## config.mk

```make
export PLATFORM = sky130hd
export DESIGN_NAME = pc_ir_unit
export DESIGN_NICKNAME = d
export VERILOG_FILES = /design/src/rtl/pc_ir_unit.sv
export SDC_FILE = /design/constraint.sdc
export NUM_CORES = 1
export LEC_CHECK = 0
export BUFFER_PORTS_ARGS = -buffer_cell sky130_fd_sc_hd__buf_2
export CORE_MARGIN = 2
export CORE_UTILIZATION = 45
export CTS_CLUSTER_SIZE = 28
export DETAILED_ROUTE_END_ITERATION = 12
export PLACE_DENSITY = 0.75
export SKIP_CTS_REPAIR_TIMING = 1
export SLEW_MARGIN = 10
export SYNTH_ARGS = -nofsm -noshare
export SYNTH_HDL_FRONTEND = slang
export SYNTH_SLANG_ARGS = --single-unit
```

## constraint.sdc

```tcl
create_clock -name clk -period 2.9 [get_ports clk]
set_input_delay 0.29 -clock clk [delete_from_list [all_inputs] [get_ports clk]]
set_output_delay 0.29 -clock clk [all_outputs]
set_load 0.1 [all_outputs]
```

## src/rtl/pc_ir_unit.sv

```systemverilog
// PC / IR / MDR holding stage of the multi-cycle MIPS datapath.
// It qualifies the next PC and keeps debug counters and a sticky misalignment flag.
module pc_ir_unit #(
    parameter logic [31:0] RESET_PC = 32'h0000_0000,
    parameter int          TAKEN_W  = 16
) (
    input  logic               clk,
    input  logic               rst,
    input  logic               PCWrite,
    input  logic               PCWriteCond,
    input  logic               CondSrc,
    input  logic [1:0]         PCSrc,
    input  logic               IRWrite,
    input  logic               zero,
    input  logic [31:0]        alu_result,
    input  logic [31:0]        aluout,
    input  logic [31:0]        mem_rdata,
    output logic [31:0]        pc,
    output logic [31:0]        ir,
    output logic [5:0]         opCode,
    output logic [5:0]         funct,
    output logic [31:0]        mdr,
    output logic               pc_we,
    output logic               pc_misalign,
    output logic [31:0]        cycle_cnt,
    output logic [31:0]        inst_cnt,
    output logic [TAKEN_W-1:0] taken_cnt
);

    logic        cond;
    logic        srcValid;
    logic        condTaken;
    logic [31:0] npc;

    assign cond     = zero ^ CondSrc;
    // PCSrc=11 is reserved and suppresses every PC write, including branches
    assign srcValid = (PCSrc != 2'b11);
    assign pc_we    = srcValid & (PCWrite | (PCWriteCond & cond));
    // Only a branch that alone moves the PC counts as taken
    assign condTaken = srcValid & PCWriteCond & cond & ~PCWrite;

    always_comb begin
        npc = alu_result;
        case (PCSrc)
            2'b01:   npc = aluout;
            // pc already holds PC+4 here, so the region bits are the correct ones
            2'b10:   npc = {pc[31:28], ir[25:0], 2'b00};
            default: npc = alu_result;
        endcase
    end

    assign opCode = ir[31:26];
    assign funct  = ir[5:0];

    always_ff @(posedge clk) begin
        if (rst) begin
            pc          <= RESET_PC;
            ir          <= '0;
            mdr         <= '0;
            pc_misalign <= 1'b0;
            cycle_cnt   <= '0;
            inst_cnt    <= '0;
            taken_cnt   <= '0;
        end else begin
            mdr       <= mem_rdata;
            cycle_cnt <= cycle_cnt + 32'd1;
            if (IRWrite) begin
                ir       <= mem_rdata;
                inst_cnt <= inst_cnt + 32'd1;
            end
            if (pc_we) begin
                pc <= {npc[31:2], 2'b00};
                if (npc[1:0] != 2'b00)
                    pc_misalign <= 1'b1;
            end
            if (condTaken && (taken_cnt != {TAKEN_W{1'b1}}))
                taken_cnt <= taken_cnt + TAKEN_W'(1);
        end
    end

endmodule

```

==> summary.md, run 1 <==
The run finished with clean final reports. Synthesis produced a netlist whose cell count is 827. Layout cell share with drive strength beyond 1: 31.9%. Multiplexer cells account for 5.71% of the synthesized area.

Relative to the synthesized area, the layout overhead comes to 28.9%. The kind of critical path is reg -> reg. Across the run, the number of max-cap violations was 0.

For the area enclosed by the die boundary, the log shows 17,800 sq um. The multi-input combinational cells in the finished layout cover a total of 3630 sq um. In this run the number of H-tree levels came out at 4.

Before antenna repair, the detailed router went through 4 iterations. The cell area that synthesis handed to floorplanning was 7540 sq um. STA classifies the critical path endpoint as a flip-flop. The tools report the sequential cell area fraction in the yosys report as 46.4%. The logs give 0 for the total congestion overflow after global routing and 0 for the initial antenna violation count. Counting the buffers created by CTS gives 17.

STA puts the critical path data required time at 3220 ps. Setup violations remaining at the end of the flow were counted as 0. Walking the worst path, the cells encountered are ha_1 -> nand3_1 -> or4_1 -> nor4_1 -> mux2_2.

Routability-driven placement finished with a final weighted congestion of 0.867. 0 antenna diodes ended up in the layout. Leaving out fill and tap cells, the most frequent cell in the layout is sky130_fd_sc_hd__buf_2. After detailed routing, the number of remaining DRC violations is 0. The logs give 0.00642 W for the total power after layout and 2780 ps for the critical path arrival.

Dividing the detail-routed wire length by the instance count gives 16.9 um. The die extent in y works out to 133 um. In this run the worst hold path is classified as in -> reg. Summed over all instances, the cell type with the most area after synthesis is sky130_fd_sc_hd__dfxtp_1.

Buffers placed on the I/O ports in this run total 292. After floorplanning, the core was divided into 47 placement rows. Setup TNS: 0 ps. The synthesized design contains 175 register bits.

The detailed router finished its first iteration with 509 violations. The worst pin sits at a relative slew slack of 45.6%. Entering global routing, the biggest net connects 56 pins. TritonCTS built the clock tree. The peak-usage layer in the global routing report was met2.

The slew at the pin closest to its max-slew limit is 810 ps, and the adder and majority cell fraction of the synthesized area is 0.995%. In the global route stage, met2 resource usage came out at 40.4%. The worst path uses 84.9% of the clock period.

The post-detailed-placement half-perimeter wirelength is 15,900 um. The setup clock skew after layout is 8.70 ps. The root buffer cell is sky130_fd_sc_hd__clkbuf_16. After synthesis, the largest area contributor takes up 46.4% of total cell area.

Setup repair after global routing left no endpoint under its margin. Combinational family with the most area after synthesis: simple AND/OR/NAND/NOR gates. The xor-xnor portion of the synthesized cell area is 2.32%. For this design the ratio of total power to cell area is 660 nW/um^2. Dividing the detail-routed via count by the number of cells gives 5.65. The run gives 2 as the maximum clock insertion buffer count.

By area the synthesized netlist is led by sky130_fd_sc_hd__dfxtp_1 (46%), sky130_fd_sc_hd__a21oi_1 (4.6%), sky130_fd_sc_hd__mux2i_1 (4.5%), sky130_fd_sc_hd__a221o_1 (3.5%), sky130_fd_sc_hd__nor2_1 (3.4%). The logs give 0 for the final hold violation count and 24.2% for the global router's overall resource usage. The final layout contains routed wiring with a total length of 22,200 um. The die is 133 um wide. The worst path in the final design needs a cycle of 2460 ps, including I/O delays and setup. In the global route stage, met3 resource usage came out at 6.62%. For the number of global-route vias before repair, the log shows 6,833. In this run, synthesis inferred 0 flip-flops with an integrated enable. Summing all flip-flop and latch instances after layout gives 3500 sq um. The insertion delay of the later-clocked pin in the worst-skew pair was 430 ps; the total of warnings raised by yosys was 0. The run gives 440 ps as the worst reg-to-reg setup slack.

295 I/O pins were placed. The top cell types in the final layout, fill and taps aside, are sky130_fd_sc_hd__buf_2 (291), sky130_fd_sc_hd__dfxtp_1 (175), sky130_fd_sc_hd__a21oi_1 (69), sky130_fd_sc_hd__nor2_1 (68), sky130_fd_sc_hd__o21ai_0 (45). For the number of sinks on the clock net, the log shows 175.

The leakage component of the power was 4.19 nW. Summing the areas of all compound-gate instances in the mapped netlist gives 19.0% of the synthesized area. Static timing analysis puts the maximum clock frequency at 0.406 GHz. Once the floorplan was initialized, standard cells occupied 45.8% of the core. The peak per-stage delay on the critical path is 820 ps. For the number of pins exceeding their max-slew limit in the final report, the log shows 0. The global routing met1 resource utilization is 30.1%. The category of the worst setup path launch point was a flip-flop. Clock-pin slew reported for the worst setup and hold paths after clock tree synthesis: 60 ps.

The region available for standard cell placement spans 16,500 sq um. The first global-routing pass estimated 34,700 um of wire. The simple-gate share of the synthesized area was 20.0%. The tools report the layout filler cell count as 1,495. The slowest cell on the critical path is sky130_fd_sc_hd__or4_1.

The final layout net count was 1,190; the share of async-settable or async-resettable flops after synthesis was 0%. For the antenna violation net count after detailed routing, the log shows 0. Among all flip-flop cells after synthesis, the most frequent one is sky130_fd_sc_hd__dfxtp_1. IR analysis of the VDD net gives a maximum drop of 0.408 mV. The number of different library cells used by synthesis comes to 43.

The tools report the routed via count as 7,415. In this run the mean area of a mapped cell was 9.12 sq um. The top fanout value on the critical path came out at 18.
[state kept, by name (all words and copies together), names as in the netlist]
| name | flops |
|---|---|
| cycle_cnt | 32 |
| pc | 30 |
| ir | 32 |
| inst_cnt | 32 |
| taken_cnt | 16 |
| pc_misalign | 1 |
| mdr | 32 |
[worst max-delay path: cells and delay by family, from the launching register on]
family / cells / cell delay (ps)
muxes: 1 / 370
adders and majority gates: 1 / 210
and+or+nand+nor: 3 / 1380
DFF: 1 / 380
[cell usage after synthesis, drive strengths merged (13+ instances only)]
| library cell | number |
|---|---|
| or4 | 31 |
| o21ai | 45 |
| or3 | 18 |
| clkbuf | 51 |
| nor2b | 40 |
| dfxtp | 175 |
| nand2 | 29 |
| mux2i | 34 |
| nor2 | 68 |
| o31ai | 28 |
| o2111ai | 26 |
| nand3 | 28 |
| inv | 19 |
| nand4 | 21 |
| buf | 25 |
| a221o | 26 |
| a21oi | 70 |
| xnor2 | 13 |
[cell families after synthesis]
logic type / count (synthesis)
simple gates: 273
other cells: 1
mux: 42
fa+ha+maj: 6
xor+xnor: 20
flops: 175
buf+inv: 95
compound gates: 215
[per-stage QoR]
stage / hold WS (ps) / cell area [sq um] / util (%) / cells / setup WS (ps)
3_5_place_dp: 456 / 9080 / 55.1 / 1280 / 360
4_1_cts: 65.2 / 9730 / 59.1 / 1312 / 437
3_3_place_gp: 451 / 9080 / 55.1 / 1280 / 411
5_1_grt: 74.1 / 9730 / 59.1 / 1312 / 248
2_1_floorplan: 418 / 7550 / - / 828 / 38.7
6_report: 79.3 / 9730 / 59.1 / 1312 / 437
[path summary, 6_finish.rpt]
check | from | to | cells past startpoint
worst min-delay path | mem_rdata[12] | mdr[12] | 2
worst max register to register | inst_cnt[0] | inst_cnt[30] | 5
worst max-delay path | inst_cnt[0] | inst_cnt[30] | 5
worst min register to register | pc_misalign | pc_misalign | 2
[where the power goes]
part	internal, W	switching (W)	total (W)
combinational	0.000253	0.00107	0.00132
clock	0.00158	0.000960	0.00254
sequential	0.00250	0.0000546	0.00255
[per-layer routing]
metal	vias up	share of wire [%]
li1	3570	-
met5	-	0
met3	41	8.1
met1	3487	41
met2	317	48
met4	0	2.4
[area by class of cell]
type	count	share of cell area (%)
Tap cell	220	2.83
Clock inverter	9	1.85
Sequential cell	175	36.0
Inverter	19	0.733
Multi-Input combinational cell	558	37.3
Clock buffer	23	4.81
Timing Repair Buffer	308	16.4
Note: power is estimated with default switching activity, not from simulation.
==> run 2: changes to the inputs <==
- clock period: 2.9 -> 2.3 ns (I/O delays scaled with it)
==> summary.md, run 2 (synthesized netlist as in run 1, its figures left out) <==
The run finished with clean final reports. Nature of the critical path endpoint: a flip-flop. In this run the clock root is driven by a sky130_fd_sc_hd__clkbuf_16. The top fanout value on the critical path came out at 8.

For this design the top-level I/O count stands at 295. The detailed-routing iteration count for the pre-antenna-repair pass is 5. The logs give 0 for the initial antenna violation count and 180 ps for the worst reg-to-reg setup slack.

The average detailed-routed wire length per instance was 16.9 um. Tracing the worst setup path back leads to its startpoint at inst_cnt[0]. Summed over all cells, the static leakage comes to 4.26 nW. In the final design database the tool counted 1,203 nets. The design draws 0.00781 W. The count of nets left with antenna violations once routing finished came out at 0.

The leading cell type in the layout, fill and taps excluded was sky130_fd_sc_hd__buf_2. Worst hold margin: 24.4 ps. The worst setup path is launched from a flip-flop. Cell area power density: 791 nW/um^2. In this run the worst setup path terminates at inst_cnt[30]. The run gives 16,500 sq um as the standard cell core area. The run gives 16,000 um as the post-detailed-placement half-perimeter wirelength. The run gives 24.2% as the global router's overall resource usage. In this run the most critical hold path is launched from mem_rdata[12].

Data arrives at the worst endpoint at 2430 ps. The final wirelength was 22,300 um; the starting density of the core was 45.8%. Setup violations remaining at the end of the flow were counted as 0. Clock tree synthesis found a total of 175 sinks.

The die extent in y came out at 133 um. Counting along the longest clock path gives a buffer depth of 2. The clock period could shrink to 2120 ps. Entering global routing, the biggest net connects 53 pins.

The tools report the destination of the worst register-to-register timing path as inst_cnt[30]. The die extent in x is 133 um. Routability-driven placement finished with a final weighted congestion of 0.877. Compared with the post-synthesis result, the final layout area differs by 30.9%.

Reg-to-reg critical path startpoint: inst_cnt[0]. The later pin in the worst-skew pair is clocked with a latency of 430 ps. The worst setup path is of the reg -> reg kind.

For the number of placement rows, the log shows 47. The first global-routing pass estimated 34,800 um of wire. During placement, the flow inserted port buffers numbering 292. For this block, the via count after detailed routing is 7,432.

The top cell types in the final layout, fill and taps aside, are sky130_fd_sc_hd__buf_2 (291), sky130_fd_sc_hd__dfxtp_1 (115), sky130_fd_sc_hd__a21oi_1 (69), sky130_fd_sc_hd__nor2_1 (67), sky130_fd_sc_hd__dfxtp_2 (56). The min-delay analysis places its worst path in the category in -> reg. VDD sags by at most 0.489 mV.

The number of global-route vias before repair is 6,797, and the number of buffers created by CTS is 17. The detailed router finished its first iteration with 491 violations. Count of max-cap constraint violations: 0. The logs give 60.0% for the post-layout utilization of the core and 0 for the number of pins exceeding their max-slew limit in the final report. The run gives 0 ps as the setup TNS. At the worst endpoint, the required time is 2610 ps. The number of cells on the worst reg-to-reg path is 5.

Measured against its own limit, the worst slew margin works out to 52.1%. The total congestion overflow after global routing came out at 0. In the routed layout, each cell is associated on average with a via count of 5.61. In the routed design, unresolved DRC markers number 0. For the pin with the worst max-slew slack, the measured transition is 718 ps. Layout cell share with drive strength beyond 1: 38.3%. TritonCTS built the clock tree. The area enclosed by the die boundary is 17,800 sq um. Setup repair after global routing left no endpoint under its margin. Based on the critical path, the design can be clocked at up to 0.471 GHz. The run gives 11.2 ps as the setup clock skew after layout.

The clock tree synthesis step divided the H-tree into 4 levels. The final hold violation count is 0. Antenna diode count: 0.

The ratio of final minimum period to clock period was 92.3%; the clock-pin slew reported for the worst setup and hold paths after clock tree synthesis was 70 ps.
-- run 2: layout make-up --
cell class / instances / area, sq um
Fill cell: 1481 / 6590
Multi-Input combinational cell: 558 / 3630
Sequential cell: 175 / 3590
Timing Repair Buffer: 321 / 1720
Clock buffer: 20 / 458
Tap cell: 220 / 275
Clock inverter: 11 / 129
Inverter: 19 / 71.3
-- run 2: layer usage --
| metal | wire length, um | global-route usage [%] | vias up | share of wire [%] |
|---|---|---|---|---|
| li1 | - | - | 3605 | - |
| met1 | 9550 | 31.6 | 3512 | 43 |
| met2 | 10800 | 39.9 | 280 | 48 |
| met3 | 1580 | 5.86 | 35 | 7.1 |
| met4 | 385 | 7.27 | 0 | 1.7 |
| met5 | 0 | 0 | - | 0 |
-- run 2: where the power goes --
part           switching [W]  internal [W]
clock                0.00124       0.00167
combinational        0.00135      0.000331
sequential         0.0000676       0.00315
-- run 2: worst min-delay path by stage --
stage,endpoint,cells after the start
after global routing,mdr[1],2
after CTS,mdr[12],2
after floorplan,mdr[0],1
after detailed placement,cycle_cnt[0],1
after global placement,cycle_cnt[0],1
final,mdr[12],2
-- run 2: critical path: stages (launching register included) --
cell	delay (ps)
sky130_fd_sc_hd__dfxtp_4	360
sky130_fd_sc_hd__ha_1	180
sky130_fd_sc_hd__nand3_1	100
sky130_fd_sc_hd__or4_1	670
sky130_fd_sc_hd__nor4_1	340
sky130_fd_sc_hd__mux2_2	360
-- run 2: stage by stage --
stage / area, sq um / setup WS [ps] / cells
2_1_floorplan: 7630 / -11.5 / 828
6_report: 9870 / 176 / 1324
5_1_grt: 9870 / 35.3 / 1324
3_5_place_dp: 9290 / 148 / 1293
3_3_place_gp: 9290 / 217 / 1293
4_1_cts: 9870 / 177 / 1324
==> run 3: changes to the inputs <==
- SETUP_SLACK_MARGIN: unset -> 0.5
==> summary.md, run 3 (synthesized netlist as in run 1, its figures left out) <==
The die is 133 um tall. For this design the total switching power over the nets is 0.00269 W. For the wire length of the first global-routing pass, the log shows 35,500 um. The logs give 0 for the number of pins exceeding their max-slew limit in the final report and 2 for the maximum clock insertion buffer count. The post-route netlist has 45.0% of its cells at a drive strength greater than 1. Setup violations remaining at the end of the flow were counted as 0. The worst setup path is of the reg -> reg kind. Buffers placed on the I/O ports in this run total 292. STA puts the critical path data arrival time at 2210 ps. The routed layout has 7,591 vias. Routability-driven placement finished with a final weighted congestion of 0.785. The H-tree was split into 4 levels. For the maximum achievable frequency, the log shows 0.540 GHz. The initial antenna violation count was 0; the slew at the pin closest to its max-slew limit was 820 ps. The total DRC errors in the routed layout was 0; the worst voltage drop across the vdd grid was 0.604 mV. The tightest slew margin relative to the limit was 45.3%; the cell area power density was 734 nW/um^2. For the final hold violation count, the log shows 0. The first routing iteration left 441 violations. The share of total power dissipated in combinational logic is 22.1%. Compared with the post-synthesis result, the final layout area differs by 38.5%.

The average detailed-routed wire length per instance is 17.4 um, and the number of sinks on the clock net is 175. Setup repair after global routing could not meet its margin everywhere. In this run the critical register-to-register path is launched from inst_cnt[1].

The final cell count without fillers was 1,339. Setup clock skew after layout: 11.5 ps. 295 I/O pins were placed. The routed design could run at a clock period as short as 1850 ps. Worst hold margin: 28.9 ps. The clock network accounts for 36.7% of the total power. For this run, the post-layout net count is 1,217. The floorplan step defined a core boundary enclosing 16,500 sq um. In this run switching power makes up 35.1% of total power.

For this run, the total global-route usage over all layers was measured as 24.8%. After global routing the overflow that remains totals 0. TritonCTS built the clock tree.

The peak per-stage delay on the critical path was 580 ps; the starting density of the core was 45.8%. The die covers 17,800 sq um. The slowest cell on the critical path was sky130_fd_sc_hd__or4_4. The first detailed-routing pass took 5 iterations. The clock reaches the later pin of the worst-skew pair after 420 ps. Summed over all nets, the half-perimeter wirelength after detailed placement is 16,000 um. The tools report the setup TNS as 0 ps. The final wirelength is 23,400 um.

The worst min-delay path category is in -> reg. The repair_antennas step left the layout with diodes totalling 0. Once detail routing completed, the nets flagged for antenna violations numbered 0.

Traced cell by cell, the critical path runs through ha_4 -> nand3_4 -> or4_4 -> or4_4 -> a21oi_2. The logs give 63.4% for the post-layout utilization of the core and 0 for the count of max-cap constraint violations. The flow ran to the end, and the final reports show no timing, DRC or antenna violations. The leakage component of the power was 4.39 nW; the total internal power was 0.00498 W.

The tools report the root buffer cell as sky130_fd_sc_hd__clkbuf_16. After floorplanning, the core was divided into 47 placement rows. Of all nets on the critical path, the largest fanout is 8. The library cells used most frequently in the layout, excluding fill and tap cells, are sky130_fd_sc_hd__buf_2 (290), sky130_fd_sc_hd__dfxtp_1 (100), sky130_fd_sc_hd__nor2_1 (67), sky130_fd_sc_hd__dfxtp_4 (62), sky130_fd_sc_hd__a21oi_1 (61). The number of clock buffers added by TritonCTS is 17. The cell type with the highest occurrence count on the critical path is sky130_fd_sc_hd__or4_4. For the data required time of the worst path, the log shows 2660 ps. The largest net degree at the start of global routing was 82; the via count normalized by instance count was 5.67.

Leading cell type in the layout, fill and taps excluded: sky130_fd_sc_hd__buf_2. Per report_power, the sequential group accounts for 41.2% of the total. Startpoint of the most critical hold path: mem_rdata[4].

Including well taps, the total number of placed cells is 1,283. The number of global-route vias before repair came out at 6,736. The most critical setup path has its startpoint at inst_cnt[1]. The worst setup path is launched from a flip-flop. The worst setup path is captured at a flip-flop. The ratio of final minimum period to clock period was 80.5%; the clock-pin slew reported for the worst setup and hold paths after clock tree synthesis was 70 ps.

From left edge to right edge, the die measures 133 um.
[run 3: changes by cell type in the layout (fill, tap and decap cells not counted), sizes merged, moves of 2 or more]
cell and delta:
buf +10, clkinv +3, clkinvlp -3, inv +2, or4 +3
[run 3: path summary, 6_finish.rpt]
check,end,slack (ps),cells past startpoint
hold / removal,mdr[4],30,2
setup / recovery,inst_cnt[24],450,5
setup reg to reg,inst_cnt[24],450,5
hold reg to reg,cycle_cnt[0],460,1
[run 3: power groups by stage]
| stage | logic, W | clock network [W] | registers (W) |
|---|---|---|---|
| detailed placement | 0.00169 | 0 | 0.00322 |
| CTS | 0.00169 | 0.00286 | 0.00315 |
| finish | 0.00170 | 0.00281 | 0.00315 |
| floorplan | 0.000481 | 0 | 0.00408 |
| global route | 0.00176 | 0.00298 | 0.00317 |
| global placement | 0.00168 | 0 | 0.00322 |
[run 3: final cells by class]
class,instances,area [sq um]
repair buffers,332,1820
clock buffers,20,457
fillers,1398,6020
inverters,19,71.3
clock inverters,12,104
flip-flops and latches,175,3750
multi-input cells,561,3960
well taps,220,275
[run 3: through the flow]
step                      setup slack [ps]  area [sq um]  total power [W]
after floorplan                        168          8030          0.00456
final                                  447         10400          0.00766
after CTS                              341         10100          0.00770
after detailed placement               108          9550          0.00491
after global placement                 166          9550          0.00490
after global routing                   383         10400          0.00791
[run 3: routing by layer]
| layer | GRT usage [%] | wire length (um) | vias up |
|---|---|---|---|
| met5 | 0 | 0 | - |
| li1 | - | - | 3647 |
| met4 | 9.28 | 614 | 0 |
| met1 | 32.3 | 9890 | 3610 |
| met3 | 6.35 | 1690 | 44 |
| met2 | 39.9 | 11200 | 290 |
[run 3: worst max-delay path, delay by kind of cell, from the launching register on]
family / cells / cell delay (ps)
flip-flops: 1 / 370
AO/OA/AOI/OAI: 1 / 110
AND/OR/NAND/NOR: 3 / 1150
adder cells (fa/ha/maj): 1 / 150
